<file path="src/rtl/mips_tb_pkg.sv">
// Shared types and constants for the MIPS program loader / result checker.
package mips_tb_pkg;

   localparam int XLEN_DEF = 32;
   localparam int REG_AW   = 5;

   typedef enum logic [2:0] {
      ST_IDLE    = 3'd0,
      ST_LOAD    = 3'd1,
      ST_RUN     = 3'd2,
      ST_CHK_REQ = 3'd3,
      ST_CHK_CMP = 3'd4,
      ST_DONE    = 3'd5
   } seq_state_t;

endpackage

</file>
<file path="src/rtl/run_monitor.sv">
// Watches the core while it runs: counts cycles, detects a PC that has stopped
// moving (jump-to-self) and flags the cycle limit. Halt has priority over timeout.
module run_monitor #(
   parameter int XLEN           = 32,
   parameter int RUN_W          = 16,
   parameter int MAX_RUN_CYCLES = 256,
   parameter int STALL_CYCLES   = 4
) (
   input  logic             clk,
   input  logic             rst,
   input  logic             clear,
   input  logic             run_en,
   input  logic [XLEN-1:0]  core_pc,
   output logic [RUN_W-1:0] cycles,
   output logic             halt,
   output logic             timeout_hit
);

   localparam int STALL_W = $clog2(STALL_CYCLES) + 1;
   localparam logic [STALL_W-1:0] STALL_LIMIT = STALL_W'(STALL_CYCLES - 1);
   localparam logic [RUN_W-1:0]   CYCLE_LIMIT = RUN_W'(MAX_RUN_CYCLES);

   logic [RUN_W-1:0]   cycles_q, cycles_d;
   logic [STALL_W-1:0] stall_q, stall_d;
   logic [XLEN-1:0]    pc_prev_q, pc_prev_d;
   logic               pc_valid_q, pc_valid_d;
   logic               pc_same;

   // Next-state for counters plus the combinational halt/timeout decision.
   // pc_valid keeps the first RUN cycle from comparing against a stale PC.
   always_comb begin
      cycles_d    = cycles_q;
      stall_d     = stall_q;
      pc_prev_d   = pc_prev_q;
      pc_valid_d  = pc_valid_q;
      pc_same     = 1'b0;
      halt        = 1'b0;
      timeout_hit = 1'b0;
      if (clear) begin
         cycles_d   = '0;
         stall_d    = '0;
         pc_valid_d = 1'b0;
      end else if (run_en) begin
         pc_same     = pc_valid_q && (core_pc == pc_prev_q);
         stall_d     = pc_same ? stall_q + 1'b1 : '0;
         cycles_d    = cycles_q + 1'b1;
         pc_prev_d   = core_pc;
         pc_valid_d  = 1'b1;
         halt        = pc_same && (stall_d == STALL_LIMIT);
         timeout_hit = !halt && (cycles_d == CYCLE_LIMIT);
      end
   end

   // Counter registers.
   always_ff @(posedge clk or negedge rst) begin
      if (!rst) begin
         cycles_q   <= '0;
         stall_q    <= '0;
         pc_prev_q  <= '0;
         pc_valid_q <= 1'b0;
      end else begin
         cycles_q   <= cycles_d;
         stall_q    <= stall_d;
         pc_prev_q  <= pc_prev_d;
         pc_valid_q <= pc_valid_d;
      end
   end

   assign cycles = cycles_q;

endmodule

</file>
<file path="src/rtl/mips_test_sequencer.sv">
// Program loader and result checker wrapped around the single-cycle MIPS core.
//
// state   | meaning
// IDLE    | core held in reset, waiting for start
// LOAD    | streaming program words into instruction memory
// RUN     | core released and clocked until halt or cycle limit
// CHK_REQ | core frozen, waiting for the next expected register value
// CHK_CMP | comparing register-file read data against the latched value
// DONE    | results valid, waiting for the next start
module mips_test_sequencer
   import mips_tb_pkg::*;
#(
   parameter int XLEN           = XLEN_DEF,
   parameter int IMEM_AW        = 8,
   parameter int RUN_W          = 16,
   parameter int MAX_RUN_CYCLES = 256,
   parameter int STALL_CYCLES   = 4
) (
   input  logic              clk,
   input  logic              rst,
   input  logic              start,
   input  logic [IMEM_AW:0]  prog_len,
   input  logic              prog_valid,
   output logic              prog_ready,
   input  logic [XLEN-1:0]   prog_data,
   output logic              imem_we,
   output logic [IMEM_AW-1:0] imem_addr,
   output logic [XLEN-1:0]   imem_wdata,
   output logic              core_rst,
   output logic              core_en,
   input  logic [XLEN-1:0]   core_pc,
   output logic [REG_AW-1:0] rf_raddr,
   input  logic [XLEN-1:0]   rf_rdata,
   input  logic              chk_valid,
   output logic              chk_ready,
   input  logic [REG_AW-1:0] chk_reg,
   input  logic [XLEN-1:0]   chk_value,
   input  logic              chk_last,
   output logic              busy,
   output logic              done,
   output logic              pass,
   output logic              timeout,
   output logic [7:0]        fail_count,
   output logic [REG_AW-1:0] first_fail_reg,
   output logic [RUN_W-1:0]  cycles
);

   seq_state_t state_q, state_d;
   logic [IMEM_AW-1:0] wr_addr_q, wr_addr_d;
   logic [IMEM_AW:0]   remain_q, remain_d;
   logic               imem_we_q, imem_we_d;
   logic [IMEM_AW-1:0] imem_addr_q, imem_addr_d;
   logic [XLEN-1:0]    imem_wdata_q, imem_wdata_d;
   logic [XLEN-1:0]    chk_val_q, chk_val_d;
   logic               chk_last_q, chk_last_d;
   logic [REG_AW-1:0]  rf_raddr_q, rf_raddr_d;
   logic [7:0]         fail_count_q, fail_count_d;
   logic [REG_AW-1:0]  first_fail_q, first_fail_d;
   logic               timeout_q, timeout_d;
   logic               start_ok, mon_halt, mon_timeout;

   assign start_ok = start && ((state_q == ST_IDLE) || (state_q == ST_DONE));

   run_monitor #(
      .XLEN           (XLEN),
      .RUN_W          (RUN_W),
      .MAX_RUN_CYCLES (MAX_RUN_CYCLES),
      .STALL_CYCLES   (STALL_CYCLES)
   ) u_run_monitor (
      .clk         (clk),
      .rst         (rst),
      .clear       (start_ok),
      .run_en      (state_q == ST_RUN),
      .core_pc     (core_pc),
      .cycles      (cycles),
      .halt        (mon_halt),
      .timeout_hit (mon_timeout)
   );

   // Next-state logic: load stream, run exit, check handshake and compare.
   always_comb begin
      state_d      = state_q;
      wr_addr_d    = wr_addr_q;
      remain_d     = remain_q;
      imem_we_d    = 1'b0;
      imem_addr_d  = imem_addr_q;
      imem_wdata_d = imem_wdata_q;
      chk_val_d    = chk_val_q;
      chk_last_d   = chk_last_q;
      rf_raddr_d   = rf_raddr_q;
      fail_count_d = fail_count_q;
      first_fail_d = first_fail_q;
      timeout_d    = timeout_q;
      case (state_q)
         ST_IDLE, ST_DONE: begin
            if (start) begin
               fail_count_d = '0;
               first_fail_d = '0;
               timeout_d    = 1'b0;
               wr_addr_d    = '0;
               remain_d     = prog_len;
               state_d      = (prog_len == '0) ? ST_RUN : ST_LOAD;
            end
         end
         ST_LOAD: begin
            if (prog_valid) begin
               imem_we_d    = 1'b1;
               imem_addr_d  = wr_addr_q;
               imem_wdata_d = prog_data;
               wr_addr_d    = wr_addr_q + 1'b1;
               remain_d     = remain_q - 1'b1;
               if (remain_q == {{IMEM_AW{1'b0}}, 1'b1}) state_d = ST_RUN;
            end
         end
         ST_RUN: begin
            if (mon_halt) begin
               state_d = ST_CHK_REQ;
            end else if (mon_timeout) begin
               timeout_d = 1'b1;
               state_d   = ST_CHK_REQ;
            end
         end
         ST_CHK_REQ: begin
            if (chk_valid) begin
               chk_val_d  = chk_value;
               chk_last_d = chk_last;
               rf_raddr_d = chk_reg;
               state_d    = ST_CHK_CMP;
            end
         end
         ST_CHK_CMP: begin
            if (rf_rdata != chk_val_q) begin
               if (fail_count_q != 8'hFF) fail_count_d = fail_count_q + 1'b1;
               if (fail_count_q == 8'h00) first_fail_d = rf_raddr_q;
            end
            state_d = chk_last_q ? ST_DONE : ST_CHK_REQ;
         end
         default: state_d = ST_IDLE;
      endcase
   end

   // State and datapath registers.
   always_ff @(posedge clk or negedge rst) begin
      if (!rst) begin
         state_q      <= ST_IDLE;
         wr_addr_q    <= '0;
         remain_q     <= '0;
         imem_we_q    <= 1'b0;
         imem_addr_q  <= '0;
         imem_wdata_q <= '0;
         chk_val_q    <= '0;
         chk_last_q   <= 1'b0;
         rf_raddr_q   <= '0;
         fail_count_q <= '0;
         first_fail_q <= '0;
         timeout_q    <= 1'b0;
      end else begin
         state_q      <= state_d;
         wr_addr_q    <= wr_addr_d;
         remain_q     <= remain_d;
         imem_we_q    <= imem_we_d;
         imem_addr_q  <= imem_addr_d;
         imem_wdata_q <= imem_wdata_d;
         chk_val_q    <= chk_val_d;
         chk_last_q   <= chk_last_d;
         rf_raddr_q   <= rf_raddr_d;
         fail_count_q <= fail_count_d;
         first_fail_q <= first_fail_d;
         timeout_q    <= timeout_d;
      end
   end

   // The core stays out of reset after RUN so debug reads see its final registers.
   assign core_rst       = (state_q == ST_IDLE) || (state_q == ST_LOAD);
   assign core_en        = (state_q == ST_RUN);
   assign prog_ready     = (state_q == ST_LOAD);
   assign chk_ready      = (state_q == ST_CHK_REQ);
   assign busy           = !((state_q == ST_IDLE) || (state_q == ST_DONE));
   assign done           = (state_q == ST_DONE);
   assign pass           = done && (fail_count_q == 8'h00) && !timeout_q;
   assign timeout        = timeout_q;
   assign fail_count     = fail_count_q;
   assign first_fail_reg = first_fail_q;
   assign rf_raddr       = rf_raddr_q;
   assign imem_we        = imem_we_q;
   assign imem_addr      = imem_addr_q;
   assign imem_wdata     = imem_wdata_q;

endmodule

</file>
<file path="config.mk">
export PLATFORM = sky130hd
export DESIGN_NAME = mips_test_sequencer
export DESIGN_NICKNAME = d
export VERILOG_FILES = /design/src/rtl/mips_tb_pkg.sv /design/src/rtl/run_monitor.sv /design/src/rtl/mips_test_sequencer.sv
export SDC_FILE = /design/constraint.sdc
export NUM_CORES = 1
export LEC_CHECK = 0
export ABC_AREA = 1
export CAP_MARGIN = 20
export CORE_AREA = 2 2 143 145
export DETAILED_ROUTE_END_ITERATION = 10
export DIE_AREA = 0 0 145 147
export MAX_ROUTING_LAYER = met4
export PLACE_DENSITY = 0.76
export SLEW_MARGIN = 30
export SYNTH_ARGS = -nofsm -noshare
export SYNTH_HDL_FRONTEND = slang
export SYNTH_SLANG_ARGS = --single-unit
export TNS_END_PERCENT = 50
</file>
<file path="constraint.sdc">
create_clock -name clk -period 1.7 [get_ports clk]
set_input_delay 0.34 -clock clk [delete_from_list [all_inputs] [get_ports clk]]
set_output_delay 0.34 -clock clk [all_outputs]
set_load 0.05 [all_outputs]
</file>
# Word-level counts from Yosys, hierarchy flattened
# Index checks and enable logic that the tools add are counted.
# op_classes
addsub	5
eq_ne	21
mux	39
bitwise	1
reduce_logical	27
# op_table
op	n
32-bit equality test	1
16-bit two-way mux	2
8-bit two-way mux	4
32-bit inequality test	1
8-bit case mux with 2 select lines	2
3-bit two-way mux	10
9-bit two-way mux	2
9-bit case mux with 2 select lines	1
16-bit by 1-bit adder with 16-bit output (second input constant)	1
8-bit by 1-bit adder with 8-bit output (second input constant)	2
16-bit by 9-bit equality test with 1-bit output (second input constant)	1
5-bit two-way mux	3
3-bit case mux with 5 select lines	1
2-bit inequality test (second input constant)	7
4-bit AND reduction	3
1-bit two-way mux	11
5-bit case mux with 2 select lines	1
3-bit by 2-bit equality test with 1-bit output (second input constant)	3
9-bit by 1-bit equality test with 1-bit output (second input constant)	1
9-bit logical NOT	1
9-bit by 1-bit subtractor with 9-bit output (second input constant)	1
8-bit logical NOT	1
8-bit inequality test (second input constant)	1
2-bit nonzero test	4
other kinds (16)	28
# word_totals
reg_bits	165
in_bits	148
out_inout_bits	83
wordCells	109

# Depth between registers and ports, before layout
# logic_depth
depth_word	12
ltp_mapped	14
ltp_nobuf	14

# Cells and area by module
# Synthesis repeated with hierarchy kept, for this count alone.
# hier_totals
hier_cells	1046
hier_area_um2	8360.5
# by_module_without_submodules
module	instances	cells_per_inst	area_each_um2	seq_area_each_um2
mips_test_sequencer	1	637	5447.7	2827.7
run_monitor	1	409	2912.8	1301.2

# Worst setup path before layout
# OpenSTA, ideal clock, no wires.
# synth_path
path_type	register to output
start	reg fail_count_q[0] (netlist: fail_count[0])
end	out pass
t_arrival_ns	2.316
required_time_ns	1.360
slack_ns	-0.956
stages_incl_launch_ff	6
path_buffers	0
cell_sequence	dfrtp_1 -> inv_1 -> ha_1 -> nand3_1 -> nor4_1 -> nor3b_1
# synth_between
elab_chain_cells	3
# synth_lines
element	line_no	rtl
start, declared	mips_test_sequencer.sv:57	logic [7:0] fail_count_q, fail_count_d;
start signal, assigned	mips_test_sequencer.sv:167	fail_count_q <= fail_count_d;
8-bit logical NOT	mips_test_sequencer.sv:180	assign pass = done && (fail_count_q == 8'h00) && !timeout_q;
1-bit logical AND (2 in series)	mips_test_sequencer.sv:180	
end, declared	mips_test_sequencer.sv:41	output logic pass,
# No other way between the ends.

# Worst setup path in the final report
# Same ends and word-level chain as after synthesis.

==> out/qor.yml <==
status: "complete, but fails checks"
violations: "negative setup slack"
yosysWarnings: 0
num_rows: 52
syn_area_per_cell_um2: 7.916
leakagePower_nw: 7.054
hold_path.class: "in2reg"
cpLargestDelayFamily: "simple AND/OR/NAND/NOR gates"
cts_root_buf: "clkbuf_16"
antenna_found_initial: 0
synth_cell_types: 38
io_pins: 231
netlist.area_leader.share_pct: 48.39
post-dp-hpwl_um: 18460
path_class: "reg2out"
required_ps: 1360
ant_nets: 0
maxCapViolCount: 0
ir_worst_vdd_mv: 0.6184
grt.total_usage_pct: 25.09
routed_via_density: 4.951
io_buffers: 230
gp_congestion: 0.9117
layout_setup_ws_ps: -351.4
ys_seq_elements: 165
synth-seq-area-share_pct: 48.39
cp-end-kind: "output pin"
dieArea_um2: 21320
setup_violations: 69
p_per_area_nw_per_um2: 639.4
die_h_um: 147
hold_viol: 0
final_cell_count_no_fill: 1752
finalInstanceArea_um2: 13880
path_cells: "inv_2 > ha_4 > nand3_4 > nor4_4 > nor3b_4 > buf_12"
cp_num_buf_inv: 2
slew_viol_final: 0
finish.net_count: 1624
synth.largest_area_cell: "dfrtp_1"
first_global_vias: 8758
critPathSlowestCell: "dfrtp_2"
finClkSkew_ps: 13.20
cts_tree: "done"
htreeDepth: 4
routed_wl_um: 26760
drive_gt1_share_pct: 30.43
worstSetupStartpointType: "flip-flop"
placed_cell_area_um2: 12220
area_delta_synth_final_pct: 62.64
clkTransAtPathRegs_ps: 70
critical_path.max_stage_delay_ps: 410
drt-initial-drc-count: 537
period_share_pct: 120.7
route.detailed.drc: 0
dp.cells: 1677
num_antenna_cells: 0
core_area_um2: 19840
initial_core_util_pct: 43.00
worst_pin_slew_ps: 477.8
drt-pass1-iter-count: 5
arrival_ps: 1710
syn-cell-area_um2: 8533
syn_inst: 1078
clk_latency_ps: 430
rsz0062_at_grt: "yes"
gr-total-overflow: 0
drt-wirelength-per-cell_um: 15.27
syn-num-nets: 1233
clock_sinks: 165
cts_made_buffers: 17
fmax_mhz: 487.5
grt_pass1_wl_um: 41820
grt_max_degree: 47
via_count: 8675
fin_crit_ps: 2051
netlist_top_cells_area: "dfrtp_1 (48%), nand2_1 (16%), inv_1 (4.9%)"
clock_path_buffers: 2
relSlewSlack_pct: 68.14
cp_max_fo: 2
dieWidth_um: 145
[stage by stage]
step	setup WS [ps]	util, %	total power [mW]	hold slack (ps)	TNS (ps)
6_report	-351.4	69.94	8.874	218.3	-10560
5_1_grt	-473.5	69.94	9.238	220.1	-16960
3_5_place_dp	-545.2	61.57	4.873	314.2	-7646
4_1_cts	-461.0	66.68	8.947	416.1	-4853
2_1_floorplan	-192.1	-	4.266	44.41	-4748
3_3_place_gp	-481.9	61.57	4.858	313.3	-7225
[final timing paths]
kind / from / to / slack, ps / cells past startpoint
worst max-delay path: fail_count[0]$_DFFE_PN0P_ / pass / -350 / 6
worst min-delay path: core_pc[15] / u_run_monitor.pc_prev_q[15]$_DFFE_PN0P_ / 220 / 3
worst max register to register: state_q[0]$_DFFE_PN0P_ / fail_count[4]$_DFFE_PN0P_ / -270 / 9
worst min register to register: wr_addr_q[7]$_DFFE_PN0P_ / wr_addr_q[7]$_DFFE_PN0P_ / 480 / 1
max in group asynchronous: rst / u_run_monitor.cycles[2]$_DFFE_PN0P_ / 670 / 3
min in group asynchronous: rst / chk_val_q[0]$_DFFE_PN0P_ / 400 / 2
[Yosys cell counts]
| master | n |
|---|---|
| o21ai_0 | 62 |
| nand3_1 | 47 |
| ha_1 | 7 |
| or2_2 | 10 |
| and3_1 | 1 |
| nor2_4 | 1 |
| nand2_2 | 5 |
| a41oi_2 | 1 |
| o22ai_1 | 7 |
| nor3_4 | 1 |
| inv_1 | 112 |
| o211ai_1 | 2 |
| a22oi_1 | 1 |
| a22o_1 | 2 |
| o21bai_1 | 1 |
| nor2_2 | 4 |
| o21a_1 | 1 |
| nor4_1 | 3 |
| nand3b_1 | 1 |
| nor3b_1 | 3 |
| nor3_1 | 9 |
| xnor2_1 | 23 |
| buf_2 | 10 |
| clkinv_1 | 1 |
| nand3_2 | 2 |
| nor2_1 | 103 |
| buf_1 | 3 |
| a211oi_1 | 1 |
| nor3_2 | 5 |
| clkbuf_1 | 15 |
| inv_2 | 2 |
| nand2_1 | 359 |
| mux2_2 | 30 |
| dfrtp_1 | 165 |
| a21oi_1 | 24 |
| nand3_4 | 1 |
| xor2_1 | 16 |
| nand4_1 | 37 |
[worst min-delay path, stage by stage]
cell and delay (ps):
dlymetal6s2s_1 140, nand2_1 70, o21ai_0 70
[per-layer routing]
| layer | part of all wire, % | GRT usage (%) | up-vias | routed length [um] |
|---|---|---|---|---|
| li1 | - | - | 4236 | - |
| met1 | 41 | 29.50 | 4111 | 10870 |
| met2 | 52 | 43.21 | 288 | 13830 |
| met3 | 5.7 | 6.304 | 40 | 1526 |
| met4 | 2.0 | 6.485 | 0 | 527 |
| met5 | 0 | - | - | 0 |
[repair_timing]
action / in CTS / in global routing
pin swaps: 22 / 39
setup endpoints to repair: 25 / 151
setup buffers: 29 / 20
gates cloned: 0 / 5
hold buffers: 1 / 0
resized for setup: 54 / 146
endpoints found under the hold margin: 38 / 0
[layout make-up]
cell class / count / area, um2
clock inverter: 15 / 182.7
sequential: 165 / 4150
inverter: 115 / 465.4
clock buffer: 17 / 425.4
timing repair buffer: 400 / 3951
multi-input combinational: 770 / 4365
fill: 1532 / 5966
tap: 270 / 337.8
[cells in the final DEF, fill, tap and decap left out, drive strengths merged, types with 2 or more instances in the layout]
master and instances:
nand3 50, clkdlybuf4s50 142, nand4 37, a21oi 24, nor3b 3, nand2 364
clkinvlp 2, xor2 16, o21ai 62, nor4 3, a22o 2, inv 124
clkbuf 21, ha 7, nor2 108, o211ai 2, clkinv 2, buf 249
mux2 30, xnor2 23, or2 10, o22ai 7, dfrtp 165, nor3 15
dlymetal6s2s 4, bufinv 2
[where the power goes]
group | internal, mW | switching (mW)
Combinational | 0.487 | 0.337
Clock | 2.24 | 1.82
Sequential | 3.96 | 0.0238
[kinds of logic (layout without fill, tap and decap cells)]
logic type | count (synthesis) | in the layout | share of synthesized area, %
xor gates and xnor gates | 39 | 39 | 4.003
AOI/OAI and AO/OA | 102 | 102 | 6.481
DFF | 165 | 165 | 48.39
and+or+nand+nor | 592 | 592 | 29.71
muxes | 30 | 30 | 3.959
buffers and inverters | 143 | 547 | 6.437
adders and majority gates | 7 | 7 | 1.026
No activity file was read; power rests on OpenSTA's default activity.
